--- src/rtl/cpu_bus_arbiter_if.sv ---
// Bundle of fetch-port, data-port and system-bus signals around cpu_bus_arbiter.
// The master modport is the arbiter's view; slave is the view of the surrounding CPU and bus.
interface cpu_bus_arbiter_if;
   logic        i_fetch_request;
   logic        o_fetch_ready;
   logic [31:0] i_fetch_address;
   logic [31:0] o_fetch_rdata;
   logic        i_data_request;
   logic        i_data_rw;
   logic        o_data_ready;
   logic [31:0] i_data_address;
   logic [31:0] i_data_wdata;
   logic [31:0] o_data_rdata;
   logic        o_bus_request;
   logic        o_bus_rw;
   logic        i_bus_ready;
   logic [31:0] o_bus_address;
   logic [31:0] o_bus_wdata;
   logic [31:0] i_bus_rdata;
   logic        o_bus_error;

   modport master (
      input  i_fetch_request, i_fetch_address,
      input  i_data_request, i_data_rw, i_data_address, i_data_wdata,
      input  i_bus_ready, i_bus_rdata,
      output o_fetch_ready, o_fetch_rdata, o_data_ready, o_data_rdata,
      output o_bus_request, o_bus_rw, o_bus_address, o_bus_wdata, o_bus_error
   );

   modport slave (
      output i_fetch_request, i_fetch_address,
      output i_data_request, i_data_rw, i_data_address, i_data_wdata,
      output i_bus_ready, i_bus_rdata,
      input  o_fetch_ready, o_fetch_rdata, o_data_ready, o_data_rdata,
      input  o_bus_request, o_bus_rw, o_bus_address, o_bus_wdata, o_bus_error
   );
endinterface

--- src/rtl/cpu_bus_arbiter.sv ---
// Shares one memory bus between the instruction-fetch port and the load/store data port.
// Optional transfer watchdog enabled by defining CPU_BUS_ARBITER_TIMEOUT_EN.
module cpu_bus_arbiter #(
   parameter int DATA_PRIORITY  = 1,
   parameter int TIMEOUT_CYCLES = 255
) (
   input logic               i_clock,
   input logic               i_reset,
   cpu_bus_arbiter_if.master bus
);

   typedef enum logic [1:0] {IDLE, FETCH, DATA} state_t;
   typedef enum logic {OWNER_FETCH, OWNER_DATA} owner_t;

   state_t state;
   owner_t last_owner;

   logic        owner_request;
   logic        timeout;
   logic        resp_ready;
   logic [31:0] resp_data;

   assign owner_request = (state == FETCH) ? bus.i_fetch_request :
                          (state == DATA)  ? bus.i_data_request  : 1'b0;

`ifdef CPU_BUS_ARBITER_TIMEOUT_EN
   logic [7:0] wait_count;

   // Granted cycle k holds wait_count == k-1, so the limit fires on cycle TIMEOUT_CYCLES.
   assign timeout = owner_request && !bus.i_bus_ready &&
                    (wait_count == 8'(TIMEOUT_CYCLES - 1));

   always_ff @(posedge i_clock or negedge i_reset) begin
      if (!i_reset)
         wait_count <= 8'd0;
      else if (state == IDLE)
         wait_count <= 8'd0;
      else if (!bus.i_bus_ready)
         wait_count <= wait_count + 8'd1;
   end
`else
   // Without the watchdog a stalled transfer waits forever.
   assign timeout = 1'b0 & (TIMEOUT_CYCLES > 0);
`endif

   assign resp_ready = bus.i_bus_ready | timeout;
   assign resp_data  = timeout ? 32'hDEAD_BEEF : bus.i_bus_rdata;

   assign bus.o_bus_request = owner_request;
   assign bus.o_bus_rw      = (state == DATA) & bus.i_data_rw;
   assign bus.o_bus_address = (state == FETCH) ? bus.i_fetch_address :
                              (state == DATA)  ? bus.i_data_address  : 32'd0;
   assign bus.o_bus_wdata   = (state == DATA) ? bus.i_data_wdata : 32'd0;
   assign bus.o_bus_error   = timeout;

   assign bus.o_fetch_ready = (state == FETCH) & resp_ready;
   assign bus.o_fetch_rdata = (state == FETCH) ? resp_data : 32'd0;
   assign bus.o_data_ready  = (state == DATA) & resp_ready;
   assign bus.o_data_rdata  = (state == DATA) ? resp_data : 32'd0;

   // A dropped request aborts without touching last_owner; only completions rotate fairness.
   always_ff @(posedge i_clock or negedge i_reset) begin
      if (!i_reset) begin
         state      <= IDLE;
         last_owner <= OWNER_FETCH;
      end else begin
         case (state)
            IDLE: begin
               if (bus.i_fetch_request && bus.i_data_request)
                  state <= ((DATA_PRIORITY != 0) || (last_owner == OWNER_FETCH)) ? DATA : FETCH;
               else if (bus.i_fetch_request)
                  state <= FETCH;
               else if (bus.i_data_request)
                  state <= DATA;
            end
            FETCH: begin
               if (!bus.i_fetch_request)
                  state <= IDLE;
               else if (resp_ready) begin
                  state      <= IDLE;
                  last_owner <= OWNER_FETCH;
               end
            end
            DATA: begin
               if (!bus.i_data_request)
                  state <= IDLE;
               else if (resp_ready) begin
                  state      <= IDLE;
                  last_owner <= OWNER_DATA;
               end
            end
            default: state <= IDLE;
         endcase
      end
   end

endmodule

--- src/flat_wrapper.sv ---
// flat-port wrapper written by rule: the top's interface ports become plain ports
module cpu_bus_arbiter_flat 
#(
   parameter int DATA_PRIORITY  = 1,
   parameter int TIMEOUT_CYCLES = 255
)
  (i_clock, i_reset, bus_i_fetch_request, bus_i_fetch_address, bus_i_data_request, bus_i_data_rw, bus_i_data_address, bus_i_data_wdata, bus_i_bus_ready, bus_i_bus_rdata, bus_o_fetch_ready, bus_o_fetch_rdata, bus_o_data_ready, bus_o_data_rdata, bus_o_bus_request, bus_o_bus_rw, bus_o_bus_address, bus_o_bus_wdata, bus_o_bus_error);
  cpu_bus_arbiter_if bus_i ();
  input logic i_clock;
  input logic i_reset;
  input wire logic [$bits(bus_i.i_fetch_request)-1:0] bus_i_fetch_request;
  input wire logic [$bits(bus_i.i_fetch_address)-1:0] bus_i_fetch_address;
  input wire logic [$bits(bus_i.i_data_request)-1:0] bus_i_data_request;
  input wire logic [$bits(bus_i.i_data_rw)-1:0] bus_i_data_rw;
  input wire logic [$bits(bus_i.i_data_address)-1:0] bus_i_data_address;
  input wire logic [$bits(bus_i.i_data_wdata)-1:0] bus_i_data_wdata;
  input wire logic [$bits(bus_i.i_bus_ready)-1:0] bus_i_bus_ready;
  input wire logic [$bits(bus_i.i_bus_rdata)-1:0] bus_i_bus_rdata;
  output wire logic [$bits(bus_i.o_fetch_ready)-1:0] bus_o_fetch_ready;
  output wire logic [$bits(bus_i.o_fetch_rdata)-1:0] bus_o_fetch_rdata;
  output wire logic [$bits(bus_i.o_data_ready)-1:0] bus_o_data_ready;
  output wire logic [$bits(bus_i.o_data_rdata)-1:0] bus_o_data_rdata;
  output wire logic [$bits(bus_i.o_bus_request)-1:0] bus_o_bus_request;
  output wire logic [$bits(bus_i.o_bus_rw)-1:0] bus_o_bus_rw;
  output wire logic [$bits(bus_i.o_bus_address)-1:0] bus_o_bus_address;
  output wire logic [$bits(bus_i.o_bus_wdata)-1:0] bus_o_bus_wdata;
  output wire logic [$bits(bus_i.o_bus_error)-1:0] bus_o_bus_error;
  assign bus_i.i_fetch_request = bus_i_fetch_request;
  assign bus_i.i_fetch_address = bus_i_fetch_address;
  assign bus_i.i_data_request = bus_i_data_request;
  assign bus_i.i_data_rw = bus_i_data_rw;
  assign bus_i.i_data_address = bus_i_data_address;
  assign bus_i.i_data_wdata = bus_i_data_wdata;
  assign bus_i.i_bus_ready = bus_i_bus_ready;
  assign bus_i.i_bus_rdata = bus_i_bus_rdata;
  assign bus_o_fetch_ready = bus_i.o_fetch_ready;
  assign bus_o_fetch_rdata = bus_i.o_fetch_rdata;
  assign bus_o_data_ready = bus_i.o_data_ready;
  assign bus_o_data_rdata = bus_i.o_data_rdata;
  assign bus_o_bus_request = bus_i.o_bus_request;
  assign bus_o_bus_rw = bus_i.o_bus_rw;
  assign bus_o_bus_address = bus_i.o_bus_address;
  assign bus_o_bus_wdata = bus_i.o_bus_wdata;
  assign bus_o_bus_error = bus_i.o_bus_error;
  cpu_bus_arbiter #(.DATA_PRIORITY(DATA_PRIORITY), .TIMEOUT_CYCLES(TIMEOUT_CYCLES)) u_core (.i_clock(i_clock), .i_reset(i_reset), .bus(bus_i));
endmodule
--- config.mk ---
export PLATFORM = sky130hd
export DESIGN_NAME = cpu_bus_arbiter_flat
export DESIGN_NICKNAME = d
export VERILOG_FILES = /design/src/rtl/cpu_bus_arbiter_if.sv /design/src/rtl/cpu_bus_arbiter.sv /design/src/flat_wrapper.sv
export SDC_FILE = /design/constraint.sdc
export NUM_CORES = 1
export LEC_CHECK = 0
export ABC_CLOCK_PERIOD_IN_PS = 3400
export BUFFER_PORTS_ARGS = -buffer_cell sky130_fd_sc_hd__clkbuf_2
export CORE_AREA = 4 4 102 104
export DETAILED_ROUTE_END_ITERATION = 7
export DIE_AREA = 0 0 106 108
export GPL_ROUTABILITY_DRIVEN = 0
export PLACE_DENSITY = 0.6
export SYNTH_ARGS = -nofsm -noshare
export SYNTH_HDL_FRONTEND = slang
export SYNTH_SLANG_ARGS = --single-unit
--- constraint.sdc ---
create_clock -name i_clock -period 3.4 [get_ports i_clock]
set_input_delay 0.68 -clock i_clock [delete_from_list [all_inputs] [get_ports i_clock]]
set_output_delay 0.68 -clock i_clock [all_outputs]
set_load 0.01 [all_outputs]
Word level (Yosys, flattened, before mapping)

Cells that the tools add are included.

Register bits: 2
Input port bits: 134
Output and inout port bits: 133
Logic and storage cells: 23

Equal/unequal tests: 3
Multiplexer cells: 14
Bitwise logic cells: 3
Reductions and logical operators: 2

Operators with widths:

| cell                                                                   | count |
|---|---|
| 32-bit two-way mux                                                     | 5 |
| 2-bit two-way mux                                                      | 6 |
| 2-bit one-hot mux with 3 select lines                                  | 1 |
| 4-bit by 3-bit != test with 1-bit output (second input constant)       | 1 |
| 1-bit bitwise AND                                                      | 3 |
| 2-bit by 1-bit equality test with 1-bit output (second input constant) | 1 |
| 2-bit equality test (second input constant)                            | 1 |
| 2-bit logical NOT                                                      | 1 |
| 1-bit two-way mux                                                      | 2 |
| 1-bit logical AND                                                      | 1 |

Depth between registers and ports, before layout

Word-level depth: 4
Mapped depth: 5

Least setup slack after synthesis

OpenSTA, ideal clock, no wires.

Path type: flip-flop to output port
Start point: register u_core.state[1]
End point: output bus_o_bus_wdata[21]
Data arrival time: 1065 ps
Data required time: 2720 ps
Slack: 1655 ps
Cell stages (with the launch flop): 6
Cell sequence: dfrtp_1 nor2b_1 buf_4 buf_6 buf_6 and2_1

Longest elaborated chain between the ends: 2

RTL lines:

| what                     | line                  | source |
|---|---|---|
| start: declaration       | cpu_bus_arbiter.sv:15 | `state_t state;` |
| start signal: assignment | cpu_bus_arbiter.sv:70 | `state <= ((DATA_PRIORITY != 0) \|\| (last_owner == OWNER_FETCH)) ? DATA : FETCH;` |
| 2-bit equality test      | cpu_bus_arbiter.sv:53 | `assign bus.o_bus_wdata = (state == DATA) ? bus.i_data_wdata : 32'd0;` |
| 32-bit two-way mux       | cpu_bus_arbiter.sv:53 |  |
| end: declaration         | flat_wrapper.sv:26    | `output wire logic [$bits(bus_i.o_bus_wdata)-1:0] bus_o_bus_wdata;` |

No other way between the ends.

Worst setup path after layout

Start point: register u_core.state[1]
End point: output bus_o_fetch_rdata[1]

Longest elaborated chain between the ends: 2

RTL lines:

| what                                           | line                  | source |
|---|---|---|
| 2-bit by 1-bit equality test with 1-bit output | -                     |  |
| 32-bit two-way mux                             | cpu_bus_arbiter.sv:57 | `assign bus.o_fetch_rdata = (state == FETCH) ? resp_data : 32'd0;` |
| end: declaration                               | flat_wrapper.sv:20    | `output wire logic [$bits(bus_i.o_fetch_rdata)-1:0] bus_o_fetch_rdata;` |

No other way between the ends.

==> impl_metrics.tcl <==
set metrics [dict create \
    yosysTopAreaCellShare 0.541 \
    synth-seq-area-share 0.0437 \
    r2r-end "u_core.state[0]$_DFFE_PN0P_" \
    grt_max_degree 67 \
    die_h_um 108 \
    power.share.switching 0.419 \
    drtAntennaViolNets 0 \
    finalCritPeriodShare 0.781 \
    syn-instance-count 161 \
    syn_avg_cell_area_um2 7.11 \
    postCtsSetupBuffers 0 \
    grt.total_usage 0.108 \
    ff2ff_setup_slack_ns 2.51 \
    worst-path-max-fanout 50 \
    dp_hpwl_um 6170 \
    worstSetupPathType "reg -> out" \
    clock_latency_ns 0.21 \
    nets 548 \
    pin_count 267 \
    largestRegisters "u_core.state (2)" \
    p_clk_frac 0.185 \
    antenna_found_initial 0 \
    r2r_cells 2 \
    grt-ovfl-total 0 \
    hp-class "in -> async" \
    clock-sinks 2 \
    syn_nets 295 \
    top_register "u_core.state" \
    grt_pass1_vias 2045 \
    p_per_area_mw_per_mm2 194 \
    numPortBuffers 265 \
    synth_cell_type_count 15 \
    drc_errors 0 \
    synth.largest_area_cell "and2_1" \
    cts.path.max_buffers 2 \
    yosysWarnings 0 \
    crit_end "bus_o_fetch_rdata[1]" \
    synth_seq_cells 2 \
    via_per_inst 3.81 \
    seq_power_share 0.057 \
    netlist_area_mm2 0.00114 \
    die_x_um 106 \
    peakVddDrop_mv 0.0533 \
    tns_ns 0 \
    path_clk_slew_ns 0.03 \
    synth_area_leaders "and2_1, a22o_1, buf_6" \
    area_growth_pct 125 \
    ctsHoldBuffers 0 \
    rr_startpoint "u_core.state[0]$_DFFE_PN0P_" \
    grt_first_pass_wirelength_um 10000 \
    hold_viol 0 \
    maxCapViolCount 0 \
    slew_headroom 0.457 \
    cts_resized 0 \
    drt-pass1-iter-count 4 \
    p_leak_nw 1.64 \
    tritoncts "built" \
    cp-end-kind "primary output" \
    power.net_switching_uw 209 \
    drt_iter0_drc 114 \
    tightest_slew_ns 0.814 \
    largest_reg_flops 2 \
    setup_violations 0 \
    place_inst 542 \
    wirelength_um 7020 \
    numCtsBuffers 3 \
    fin_cells 545 \
    min_period_ns 2.65 \
    cts_root_buffer "clkbuf_8" \
    htree_levels 1 \
    die_area_mm2 0.0114 \
    startpoint "u_core.state[1]$_DFFE_PN0P_" \
    internal_power_uw 290 \
    worstPathRequired_ns 2.72 \
    slew_violations 0 \
    critPathLaunchType "register" \
    start_util 0.120 \
    rows 36 \
    dr_total_vias 2074 \
    layout-drive-gt1-share 0.660 \
    finClkSkew_ns 0.00124 \
    arrival_ns 1.97 \
    routedWlPerCell_um 12.9 \
    p_total_uw 499 \
    share_comb_of_total_power 0.758 \
    rsz0062_at_grt "no" \
    max_clock_freq_ghz 0.377 \
    final_core_utilization 0.270 \
    num_antenna_cells 0 \
    core-area_mm2 0.00955 \
    status "complete, no violations" \
]
## worst min-delay path by stage
stage	to	slack (ns)	depth (start not counted)
after floorplan	u_core.state[0]$_DFFE_PN0P_	0.38	0
after global placement	u_core.state[0]$_DFFE_PN0P_	0.47	1
after detailed placement	u_core.state[0]$_DFFE_PN0P_	0.48	1
after CTS	u_core.state[0]$_DFFE_PN0P_	0.25	1
after global routing	u_core.state[0]$_DFFE_PN0P_	0.26	1
final	u_core.state[1]$_DFFE_PN0P_	0.26	1
## cells in the mapped netlist (all sizes together)
| cell | count |
|---|---|
| conb | 1 |
| nor2b | 2 |
| and2 | 99 |
| a21oi | 1 |
| clkbuf | 6 |
| buf | 13 |
| a22o | 33 |
| and3 | 1 |
| nand2 | 1 |
| nand2b | 1 |
| and2b | 1 |
| dfrtp | 2 |
## area by class of cell
class	count	area, um2
fill	1071	6980
timing repair buffer	267	1350
multi-input combinational	140	962
tap	133	166
sequential	2	50.0
clock buffer	3	41.3
## logic make-up (layout without fill, tap and decap cells)
| family | Yosys count | after routing | synth area share |
|---|---|---|---|
| AOI/OAI and AO/OA | 34 | 34 | 0.257 |
| buffers and inverters | 19 | 270 | 0.123 |
| DFF | 2 | 2 | 0.0437 |
| other | 1 | 1 | 0.00328 |
| and+or+nand+nor | 105 | 105 | 0.573 |
## placed cells by master (no fill, tap or decap)
cell type | netlist | routed
a22o_1 | 33 | 33
buf_12 | 0 | 1
nand2b_1 | 1 | 1
and2_1 | 99 | 99
clkbuf_8 | 0 | 3
nor2b_1 | 2 | 1
buf_4 | 4 | 1
nand2_1 | 1 | 1
and3_1 | 1 | 1
dfrtp_1 | 2 | 2
a21oi_1 | 1 | 1
nor2b_4 | 0 | 1
conb_1 | 1 | 1
and2b_2 | 0 | 1
clkbuf_2 | 5 | 265
## per-stage QoR
step / instance area, um2 / hold WS, ns / setup WS [ns]
final: 2570 / 0.258 / 0.746
after global routing: 2570 / 0.256 / 0.576
after CTS: 2570 / 0.255 / 0.725
after detailed placement: 2530 / 0.476 / 0.949
after global placement: 2530 / 0.470 / 1.02
after floorplan: 1140 / 0.384 / 1.66
## critical path, stage by stage (launching register included)
cell	delay, ns
dfrtp_1	0.39
and2b_2	0.76
buf_4	0.32
and2_1	0.16
clkbuf_2	0.13
## routing by layer
| layer | wire length, um | up-vias | track usage |
|---|---|---|---|
| li1 | - | 1037 | - |
| met1 | 2590 | 911 | 0.122 |
| met2 | 3680 | 124 | 0.204 |
| met3 | 711 | 2 | 0.0257 |
| met4 | 40 | 0 | 0.0250 |
| met5 | 0 | - | 0 |
## power groups by stage
| stage | clock [mW] | combinational, mW | sequential [mW] |
|---|---|---|---|
| 6_report | 0.0925 | 0.379 | 0.0283 |
| 5_1_grt | 0.0985 | 0.416 | 0.0288 |
| 4_1_cts | 0.0958 | 0.383 | 0.0283 |
| 3_5_place_dp | 0 | 0.382 | 0.0286 |
| 3_3_place_gp | 0 | 0.377 | 0.0283 |
| 2_1_floorplan | 0 | 0.198 | 0.0276 |
No activity file was read; power rests on OpenSTA's default activity.
